File: config.mk
export PLATFORM = sky130hd
export DESIGN_NAME = core_ctrl_fsm
export DESIGN_NICKNAME = d
export VERILOG_FILES = /design/src/rtl/core_ctrl_fsm_pkg.sv /design/src/rtl/core_ctrl_fsm_perf_cnt.sv /design/src/rtl/core_ctrl_fsm.sv
export SDC_FILE = /design/constraint.sdc
export NUM_CORES = 1
export LEC_CHECK = 0
export CAP_MARGIN = 20
export CORE_ASPECT_RATIO = 2
export CORE_UTILIZATION = 46
export CTS_CLUSTER_DIAMETER = 60
export DETAILED_ROUTE_END_ITERATION = 8
export GPL_TIMING_DRIVEN = 1
export PLACE_DENSITY = 0.89
export SYNTH_ARGS = -nofsm -noshare
export SYNTH_HDL_FRONTEND = slang
export SYNTH_SLANG_ARGS = --single-unit
File: constraint.sdc
create_clock -name clk -period 3.7 [get_ports clk]
set_clock_uncertainty 0.15 [all_clocks]
set_input_delay 0.37 -clock clk [delete_from_list [all_inputs] [get_ports clk]]
set_output_delay 0.37 -clock clk [all_outputs]
set_load 0.01 [all_outputs]
File: src/rtl/core_ctrl_fsm_pkg.sv
// Shared types and constants for the RV32 multi-cycle control sequencer.
package core_ctrl_fsm_pkg;

  typedef enum logic [2:0] {
    S_IDLE      = 3'd0,
    S_FETCH     = 3'd1,
    S_DECODE    = 3'd2,
    S_EXECUTE   = 3'd3,
    S_WRITEBACK = 3'd4,
    S_FAULT     = 3'd5
  } ctrl_state_t;

  typedef enum logic [2:0] {
    INST_R = 3'd0,
    INST_I = 3'd1,
    INST_S = 3'd2,
    INST_B = 3'd3,
    INST_U = 3'd4,
    INST_J = 3'd5
  } inst_type_t;

  localparam logic [31:0] PC_STEP          = 32'd4;
  localparam logic [31:0] RESET_PC_DEFAULT = 32'h0000_0000;

  localparam logic [1:0] JMP_NONE = 2'b00;
  localparam logic [1:0] JMP_JAL  = 2'b01;
  localparam logic [1:0] JMP_BR   = 2'b10;

  // funct3 of bne: the ALU reports equality, so bne takes the inverted flag
  localparam logic [2:0] F3_BNE = 3'b001;

  function automatic logic is_aligned(input logic [31:0] addr);
    return addr[1:0] == 2'b00;
  endfunction

endpackage

File: src/rtl/core_ctrl_fsm_perf_cnt.sv
// Cycle and retired-instruction counters; instantiated only with CORE_PERF_CNT_EN.
module core_perf_cnt (
  input  logic        clk,
  input  logic        rst_n,
  input  logic        cycle_en,
  input  logic        inst_en,
  output logic [31:0] cycle_cnt,
  output logic [31:0] instret_cnt
);

  logic [31:0] cycle_q, cycle_d;
  logic [31:0] instret_q, instret_d;

  always_comb begin
    cycle_d   = cycle_en ? cycle_q + 32'd1 : cycle_q;
    instret_d = inst_en ? instret_q + 32'd1 : instret_q;
  end

  always_ff @(posedge clk or negedge rst_n) begin
    if (!rst_n) begin
      cycle_q   <= 32'd0;
      instret_q <= 32'd0;
    end else begin
      cycle_q   <= cycle_d;
      instret_q <= instret_d;
    end
  end

  assign cycle_cnt   = cycle_q;
  assign instret_cnt = instret_q;

endmodule

File: src/rtl/core_ctrl_fsm.sv
// Multi-cycle fetch/decode/execute/writeback sequencer for the RV32 core.
// Optional perf counters are built when CORE_PERF_CNT_EN is defined.
//
// state     | meaning
// IDLE      | waiting for run
// FETCH     | imem request outstanding, ir loads on imem_valid
// DECODE    | decoder and regfile reads settle from ir
// EXECUTE   | ALU evaluates, alu_flag valid at end of cycle
// WRITEBACK | regfile write strobe, pc update
// FAULT     | imem timeout or misaligned target, terminal until reset
module core_ctrl_fsm
  import core_ctrl_fsm_pkg::*;
#(
  parameter logic [31:0] RESET_PC     = RESET_PC_DEFAULT,
  parameter int unsigned IMEM_TIMEOUT = 16
) (
  input  logic        clk,
  input  logic        rst_n,
  input  logic        run,
  output logic        imem_req,
  output logic [31:0] imem_addr,
  input  logic        imem_valid,
  input  logic [31:0] imem_rdata,
  output logic [31:0] ir,
  input  inst_type_t  inst_type,
  input  logic [1:0]  pc_jmp,
  input  logic [2:0]  wr_en,
  input  logic [31:0] imm,
  input  logic        alu_flag,
  output logic        rf_wr_strobe,
  output logic [1:0]  rf_wr_sel,
  output logic [31:0] pc,
  output logic [2:0]  state_o,
  output logic        fault,
  output logic [31:0] cycle_cnt,
  output logic [31:0] instret_cnt
);

  localparam logic [15:0] TMO_LIMIT = 16'(IMEM_TIMEOUT);

  ctrl_state_t state_q, state_d;
  logic [31:0] pc_q, pc_d;
  logic [31:0] ir_q, ir_d;
  logic [15:0] tmo_q, tmo_d;

  logic        br_taken;
  logic        take_imm;
  logic [31:0] target;

  // The decoder class does not steer sequencing; kept on the port for the datapath.
  logic inst_type_unused;
  assign inst_type_unused = ^inst_type;

  always_comb begin
    br_taken = alu_flag ^ (ir_q[14:12] == F3_BNE);
    take_imm = (pc_jmp == JMP_JAL) || ((pc_jmp == JMP_BR) && br_taken);
    target   = take_imm ? pc_q + imm : pc_q + PC_STEP;
  end

  always_ff @(posedge clk or negedge rst_n) begin
    if (!rst_n) begin
      state_q <= S_IDLE;
      pc_q    <= RESET_PC;
      ir_q    <= 32'd0;
      tmo_q   <= 16'd0;
    end else begin
      state_q <= state_d;
      pc_q    <= pc_d;
      ir_q    <= ir_d;
      tmo_q   <= tmo_d;
    end
  end

  always_comb begin
    state_d = state_q;
    pc_d    = pc_q;
    ir_d    = ir_q;
    tmo_d   = tmo_q;
    case (state_q)
      S_IDLE: begin
        if (run) state_d = S_FETCH;
      end
      S_FETCH: begin
        if (imem_valid) begin
          ir_d    = imem_rdata;
          tmo_d   = 16'd0;
          state_d = S_DECODE;
        end else begin
          tmo_d = tmo_q + 16'd1;
          if ((IMEM_TIMEOUT != 0) && (tmo_d == TMO_LIMIT)) state_d = S_FAULT;
        end
      end
      S_DECODE:  state_d = S_EXECUTE;
      S_EXECUTE: state_d = S_WRITEBACK;
      S_WRITEBACK: begin
        // A misaligned target leaves pc on the faulting instruction.
        if (!is_aligned(target)) begin
          state_d = S_FAULT;
        end else begin
          pc_d    = target;
          state_d = run ? S_FETCH : S_IDLE;
        end
      end
      S_FAULT: state_d = S_FAULT;
      default: state_d = S_IDLE;
    endcase
  end

  always_comb begin
    imem_req     = (state_q == S_FETCH);
    rf_wr_strobe = 1'b0;
    rf_wr_sel    = 2'b00;
    fault        = (state_q == S_FAULT);
    if (state_q == S_WRITEBACK) begin
      rf_wr_strobe = wr_en[0] && (ir_q[11:7] != 5'd0);
      rf_wr_sel    = wr_en[2:1];
    end
  end

  assign imem_addr = pc_q;
  assign pc        = pc_q;
  assign ir        = ir_q;
  assign state_o   = state_q;

`ifdef CORE_PERF_CNT_EN
  logic cycle_en;
  logic inst_en;
  assign cycle_en = (state_q != S_IDLE) && (state_q != S_FAULT);
  assign inst_en  = (state_q == S_WRITEBACK) && is_aligned(target);

  core_perf_cnt u_perf_cnt (
    .clk         (clk),
    .rst_n       (rst_n),
    .cycle_en    (cycle_en),
    .inst_en     (inst_en),
    .cycle_cnt   (cycle_cnt),
    .instret_cnt (instret_cnt)
  );
`else
  assign cycle_cnt   = 32'd0;
  assign instret_cnt = 32'd0;
`endif

endmodule

==> flow_summary.ini, run 1 <==
[run_status]
status = complete, no violations

[timing]
rsz0062_at_grt = false
relSlewSlack_pct = 34.2
setup_ws_ns = 0.296
period_needed_ns = 3.40
post-route-period-util_pct = 92.0
whs_ns = 0.00804
fmax_ghz = 0.294
fin_setup_tns_ns = 0
setup_violations = 0
hold_viol_final = 0
slew_violations = 0
worst_pin_slew_ns = 0.987

[global_routing]
antenna_found_initial = 0
track_usage_pct = 25.2
grt_pass1_vias = 6318
grt_pass1_wl_mm = 30.0
overflow = 0
grt_max_degree = 73

[cts]
cts_tree = built
clock_sinks = 83
worstSkewPairLatency_ns = 0.34
path_clk_slew_ns = 0.07
cts-buffers-inserted = 9
cts_hold_buf = 0
cts-resized-gates = 0
cts_setup_buffers = 0
root_buffer = clkbuf_16
cts-htree-levels = 3
cts_max_path_buffers = 2

[placement]
post-place-cells = 1107
gp_congestion = 0.951
io_buffers = 177
dpl.hpwl_mm = 14.2
dpl_worst_slack_ns = -0.0458
place_area_sq_mm = 0.00823

[synthesis]
synthFlopType = dfrtp_1
synthDominantCellAreaShare_pct = 30.8
synth-async-reset-ratio_pct = 100
yosysUniqueCellTypes = 68
synth_enable_flop_cells = 0
synthTopCellsByCount = 97 x buf_4, 83 x dfrtp_1, 82 x a21oi_1, 67 x nand2_1, 58 x o21ai_0
netlist_instances = 793
synth_top_area_cell = dfrtp_1
syn_area_sq_mm = 0.00675
avgSynthCellArea_sq_um = 8.51
synth.yosys.warnings = 0
yosys.cell_count.top_type = buf_4
yosysSeqAreaShare_pct = 30.8
ys_ff_latch = 83
yosys-top-cells-area = dfrtp_1 31%, buf_4 11%, ha_1 6.3%

[routing]
ant_nets = 0
first_iter_violations = 428
vias = 6255
vias_per_cell = 5.57
top_layer = met4
routed_wl_mm = 18.3
post_drt_wl_per_cell_um = 16.3
wl_met1_mm = 6.42
dr_wl_met2_mm = 10.3
wl_met3_um = 775
firstDrtPassIters = 4
drc = 0

[finish]
final_area_sq_mm = 0.00852
fill_cells = 1254
finalNonFillerCells = 1123
finish.utilization_pct = 59.4
n_antenna_cell = 0
layout-drive-gt1-share_pct = 9.34
syn2layout_area_growth_pct = 26.2
nNetsFinal = 1038

[critical_path]
end_kind = flop
cpPeakStageDelay_ns = 0.42
critPathBufInv = 0
critPathMaxFanout = 7
required_ns = 3.77
crit_arrival_ns = 3.48
critPathKind = flop to flop
path_delay_family = compound AO/OA/AOI/OAI gates
cp-start-kind = flop
cpMostUsedCell = a21oi_2
crit_chain = ha_1, fa_1, a21o_1, a21oi_2, o21ai_2, a311o_1, a221oi_4, o21ai_4, a211oi_2, mux2i_1, a21oi_2
critPathSlowestCell = dfrtp_1

[power]
p_per_area_mw_per_mm2 = 825
peakVddDrop_uv = 369
cellLeakagePower_nw = 3.61
total_power_mw = 7.03

[worst_hold_path]
hold_path_class = primary input to asynchronous set/reset pin

[floorplan]
initial_core_util_pct = 47.0
die-area_sq_mm = 0.0152
core_sq_mm = 0.0144
ios = 245
rows = 62
die_x_um = 87.7
die_h_um = 173

[run]
maxCapViolCount = 0
-- path summary, 6_finish.rpt --
path                              start            end  slack (ns)  cells after the start
max                        imem_addr[0]  imem_addr[30]        0.30                     11
min                               rst_n  imem_addr[17]       0.008                      1
max reg2reg                imem_addr[0]  imem_addr[30]        0.30                     11
min reg2reg                      ir[15]         ir[15]        0.36                      1
max in group asynchronous         rst_n         ir[15]        2.60                      2
min in group clk                 ir[15]         ir[15]        0.36                      1
-- where the power goes --
| part | internal (mW) | switching, mW |
|---|---|---|
| logic | 2.10 | 2.01 |
| clock network | 0.474 | 0.415 |
| registers | 1.35 | 0.681 |
| total | 3.93 | 3.10 |
-- routing by layer --
metal,up-vias,global-route usage [%]
met4,0,15.3
met3,66,3.10
met2,277,46.6
met5,-,0
li1,2951,-
met1,2961,25.8
-- registers in the layout, summed over array words and instances (netlist names) --
| signal | flops |
|---|---|
| ir | 32 |
| state_o | 3 |
| imem_addr | 32 |
| tmo_q | 16 |
-- cell usage in the layout, fill, tap and decap left out, types with 10 or more instances in the layout --
cell type / synthesis / layout
dfrtp_1: 83 / 83
mux2i_1: 10 / 10
a21o_1: 18 / 18
xor2_1: 15 / 15
clkdlybuf4s50_1: 0 / 176
buf_4: 97 / 14
nand3_1: 30 / 30
mux2_2: 32 / 32
and3_1: 11 / 11
a21oi_1: 82 / 82
nor3_1: 24 / 24
inv_1: 15 / 15
nand2_1: 67 / 67
o21ai_0: 58 / 58
conb_1: 1 / 64
nor2_1: 43 / 42
xnor2_1: 15 / 15
ha_1: 34 / 34
nand4_1: 13 / 13
-- cell type report --
type                    count  area (sq um)  area share, %
flip-flops and latches     83          2080           24.4
well taps                 192           240           2.82
repair buffers            190          1870           21.9
multi-input cells         627          3990           46.8
inverters                  15          56.3          0.661
clock inverters             7          66.3          0.778
clock buffers               9           225           2.64
-- kinds of logic (layout without fill, tap and decap cells) --
logic type | count (synthesis) | after routing | share of synthesized area [%]
buffers and inverters | 146 | 221 | 13.7
and+or+nand+nor | 233 | 233 | 17.5
muxes | 42 | 42 | 6.82
AOI/OAI and AO/OA | 223 | 223 | 20.7
adders and majority gates | 35 | 35 | 6.60
xor gates and xnor gates | 30 | 30 | 3.89
other | 1 | 64 | 0.0556
DFF | 83 | 83 | 30.8
No activity file was read; power rests on OpenSTA's default activity.
==> run 2: changes to the inputs <==
Settings changed: CORE_UTILIZATION 46 to 41, PLACE_DENSITY 0.89 to 0.81.
Clock period 3.7 ns to 3.8 ns, I/O delays scaled along.
==> flow_summary.ini, run 2 (same netlist as run 1, synthesis figures left out) <==
[power]
p_per_area_mw_per_mm2 = 808
cellLeakagePower_nw = 3.63
peakVddDrop_uv = 338

[cts]
root_buffer = clkbuf_16
cts_hold_buf = 0
worstSkewPairLatency_ns = 0.35
clock_sinks = 83
cts-resized-gates = 0
cts_max_path_buffers = 2
cts_setup_buffers = 0
cts_tree = built
cts-buffers-inserted = 9
cts-htree-levels = 3
path_clk_slew_ns = 0.07

[placement]
post-place-cells = 1122
io_buffers = 177
gp_congestion = 0.872
dpl.hpwl_mm = 14.4

[timing]
fmax_ghz = 0.298
hold_viol_final = 2
fin_setup_tns_ns = 0
rsz0062_at_grt = false
relSlewSlack_pct = 39.4
period_needed_ns = 3.36
setup_violations = 0
worst_pin_slew_ns = 0.909
whs_ns = -0.000923
slew_violations = 0
post-route-period-util_pct = 88.3

[floorplan]
die-area_sq_mm = 0.0170
initial_core_util_pct = 41.7
rows = 66
die_x_um = 92.7
ios = 245
die_h_um = 183
core_sq_mm = 0.0162

[finish]
final_cell_mix = 176 x clkdlybuf4s50_1, 83 x dfrtp_1, 82 x a21oi_1
layout-drive-gt1-share_pct = 9.64
syn2layout_area_growth_pct = 27.1
mostFrequentLayoutCell = clkdlybuf4s50_1
nNetsFinal = 1041
n_antenna_cell = 0
finalNonFillerCells = 1138

[global_routing]
gr-usage-met3_pct = 2.77
grt.busiest_layer = met2
grt_pass1_wl_mm = 28.9
overflow = 0
grt_max_degree = 70
grt_pass1_vias = 5879
track_usage_pct = 21.8
grt_util_met2_pct = 41.5
grtUsageMet1_pct = 22.0
antenna_found_initial = 0

[routing]
drc = 0
ant_nets = 0
first_iter_violations = 269
routed_wl_mm = 18.6
vias = 6242
vias_per_cell = 5.49
post_drt_wl_per_cell_um = 16.4
firstDrtPassIters = 5

[worst_hold_path]
hold_path_class = primary input to asynchronous set/reset pin

[critical_path]
crit_chain = ha_1, fa_1, a21o_1, a21oi_2, o21ai_2, a311o_1, a221oi_4, o21ai_4, a211oi_2, mux2i_1, a21oi_2
cpPeakStageDelay_ns = 0.42
critPathKind = flop to flop
end_kind = flop
cpMostUsedCell = a21oi_2
crit_arrival_ns = 3.42
cp-start-kind = flop
reg2regPathDepth = 11
critPathSlowestCell = dfrtp_1
critPathMaxFanout = 7
required_ns = 3.86

[run_status]
violations = negative hold slack
status = complete, but fails checks

[run]
maxCapViolCount = 0
## run 2: area by class of cell
class	count	area (sq um)
fillers	1491	7610
multi-input cells	627	3990
flip-flops and latches	83	2080
repair buffers	193	1890
well taps	204	255
clock buffers	10	239
clock inverters	6	71.3
inverters	15	56.3
## run 2: report_power, final
part | internal, mW | leakage [nW] | switching (mW) | total, mW
logic | 2.07 | 2.48 | 1.98 | 4.05
registers | 1.32 | 0.997 | 0.631 | 1.95
clock network | 0.533 | 0.146 | 0.393 | 0.927
total | 3.93 | 3.63 | 3.00 | 6.93
## run 2: layer usage
layer  share of wire (%)  vias up  wire [um]
li1                    -     2958          -
met1                  35     2957       6580
met2                  55      276      10300
met3                 5.0       51        930
met4                 4.3        0        809
met5                   0        -          0
## run 2: final timing paths
check	to	from	slack, ns
min	imem_addr[17]	rst_n	-0.0009
max reg2reg	imem_addr[30]	imem_addr[0]	0.44
min in group clk	ir[16]	ir[16]	0.35
max	imem_addr[30]	imem_addr[0]	0.44
max in group asynchronous	ir[19]	rst_n	2.71
min reg2reg	ir[16]	ir[16]	0.35
## run 2: worst max-delay path, delay by kind of cell, from the launching register on
kind                       cells  cell delay [ns]
AOI/OAI and AO/OA              8             1.71
adders and majority gates      2             0.67
DFF                            1             0.42
muxes                          1             0.25
## run 2: stage by stage
step | setup WS (ns) | power, mW | instance area (sq um) | utilization (%)
after detailed placement | 0.101 | 6.00 | 8270 | 51.1
after global routing | 0.237 | 7.42 | 8580 | 53.0
final | 0.445 | 6.93 | 8580 | 53.0
after CTS | 0.426 | 6.94 | 8580 | 53.0
after floorplan | 0.647 | 4.49 | 6990 | -
after global placement | 0.111 | 5.88 | 8270 | 51.1
==> run 3: changes to the inputs <==
Settings changed: CORE_MARGIN from default to 3, CORE_UTILIZATION 41 to 40, PLACE_DENSITY 0.81 to 0.8, RECOVER_POWER from default to 100.
==> flow_summary.ini, run 3 (same netlist as run 1, synthesis figures left out) <==
[critical_path]
crit_arrival_ns = 3.51
required_ns = 3.86
reg2regPathDepth = 11
r2r-start = imem_addr[0]
timing.rr.end = imem_addr[30]
end_kind = flop
critPathKind = flop to flop
cp-start-kind = flop
critPathMaxFanout = 7
worst-r2r-setup-slack_ns = 0.35

[timing]
worst_pin_slew_ns = 1.81
slew_violations = 70
fin_setup_tns_ns = 0
setup_violations = 0
post-route-period-util_pct = 90.8
relSlewSlack_pct = -20.8
rsz0062_at_grt = false
fmax_ghz = 0.290
period_needed_ns = 3.45
hold_viol_final = 0

[routing]
first_iter_violations = 232
routed_wl_mm = 19.6
firstDrtPassIters = 5
drc = 0
post_drt_wl_per_cell_um = 17.2
vias = 6220
vias_per_cell = 5.47
ant_nets = 0

[finish]
syn2layout_area_growth_pct = 25.9
final_area_sq_mm = 0.00850
finalNonFillerCells = 1137
fill_cells = 1525
mostFrequentLayoutCell = dlygate4sd3_1
final-seq-area_sq_mm = 0.00208
finish.utilization_pct = 51.7
n_antenna_cell = 0
multi_input_area_sq_mm = 0.00397
nNetsFinal = 1040
final_cell_mix = 102 x dlygate4sd3_1, 83 x a21oi_1, 83 x dfrtp_1
layout-drive-gt1-share_pct = 8.36

[placement]
post-place-cells = 1121
place_area_sq_mm = 0.00826
dpl.hpwl_mm = 15.2
gp_congestion = 0.869
io_buffers = 177

[floorplan]
die_x_um = 97.9
die-area_sq_mm = 0.0186
core_sq_mm = 0.0164
rows = 66
initial_core_util_pct = 41.1
ios = 245
die_h_um = 190

[global_routing]
grtUsageMet1_pct = 21.5
grt_pass1_vias = 6070
overflow = 0
track_usage_pct = 20.6
grt.busiest_layer = met2
grt_pass1_wl_mm = 30.8
grt_max_degree = 70
grt_util_met2_pct = 38.8
antenna_found_initial = 0
gr-usage-met3_pct = 2.42

[power]
p_per_area_mw_per_mm2 = 781
cellLeakagePower_nw = 3.70
peakVddDrop_uv = 315
total_power_mw = 6.64

[cts]
cts_hold_buf = 0
cts-resized-gates = 0
cts_tree = built
cts_max_path_buffers = 2
path_clk_slew_ns = 0.07
worstSkewPairLatency_ns = 0.35
root_buffer = clkbuf_16
cts-htree-levels = 3
cts_setup_buffers = 0
clock_sinks = 83
cts-buffers-inserted = 9

[run_status]
violations = max-capacitance violations, max-slew violations
status = complete, but fails checks

[run]
maxCapViolCount = 1

[worst_hold_path]
hold_path_class = primary input to asynchronous set/reset pin
-- run 3: cell types whose count changed in the layout (fill, tap and decap cells not counted), moves of 2 or more --
cell / change
and2_0: +2
and2_1: -2
buf_4: -9
clkbuf_1: +6
clkbuf_2: +2
clkdlybuf4s50_1: -102
dlygate4sd3_1: +102
inv_8: +2
o21ai_0: +2
o21ai_1: -2
-- run 3: worst max path at each step --
stage / startpoint / to / slack, ns / cells past startpoint
floorplan: imem_addr[0] / imem_addr[30] / 0.65 / 11
global route: imem_addr[0] / imem_addr[30] / 0.15 / 11
global placement: imm[0] / imem_addr[30] / 0.12 / 12
CTS: imem_addr[0] / imem_addr[30] / 0.40 / 11
finish: imem_addr[0] / imem_addr[30] / 0.35 / 11
detailed placement: imm[0] / imem_addr[30] / 0.09 / 12
-- run 3: worst max-delay path, stage by stage (launching register included) --
cell and delay [ns]:
dfrtp_1 0.44, ha_1 0.24, fa_1 0.43, a21o_1 0.20, a21oi_1 0.27, o21ai_2 0.15
a311o_1 0.40, a221oi_4 0.31, o21ai_4 0.16, a211oi_2 0.24, mux2i_1 0.25, a21oi_2 0.07
-- run 3: routing by layer --
layer | share of wire, % | vias to the layer above
met5 | 0 | -
met4 | 4.4 | 0
met3 | 4.4 | 55
met2 | 56 | 247
met1 | 35 | 2963
li1 | - | 2955
-- run 3: where the power goes --
group	switching, mW	total [mW]	internal (mW)
clock network	0.408	0.869	0.461
logic	1.98	3.83	1.85
registers	0.617	1.94	1.32
-- run 3: stage by stage --
stage          setup slack (ns)  hold WS (ns)
4_1_cts                   0.401        0.0324
5_1_grt                   0.146         0.373
2_1_floorplan             0.647       -0.0656
3_3_place_gp              0.118         0.338
6_report                  0.350         0.310
3_5_place_dp             0.0858         0.345
-- run 3: final cells by class --
cell class | count | share of cell area (%)
multi-input combinational | 627 | 46.7
clock buffer | 9 | 2.65
clock inverter | 7 | 0.765
inverter | 15 | 0.662
timing repair buffer | 192 | 21.8
tap | 204 | 3.00
sequential | 83 | 24.4
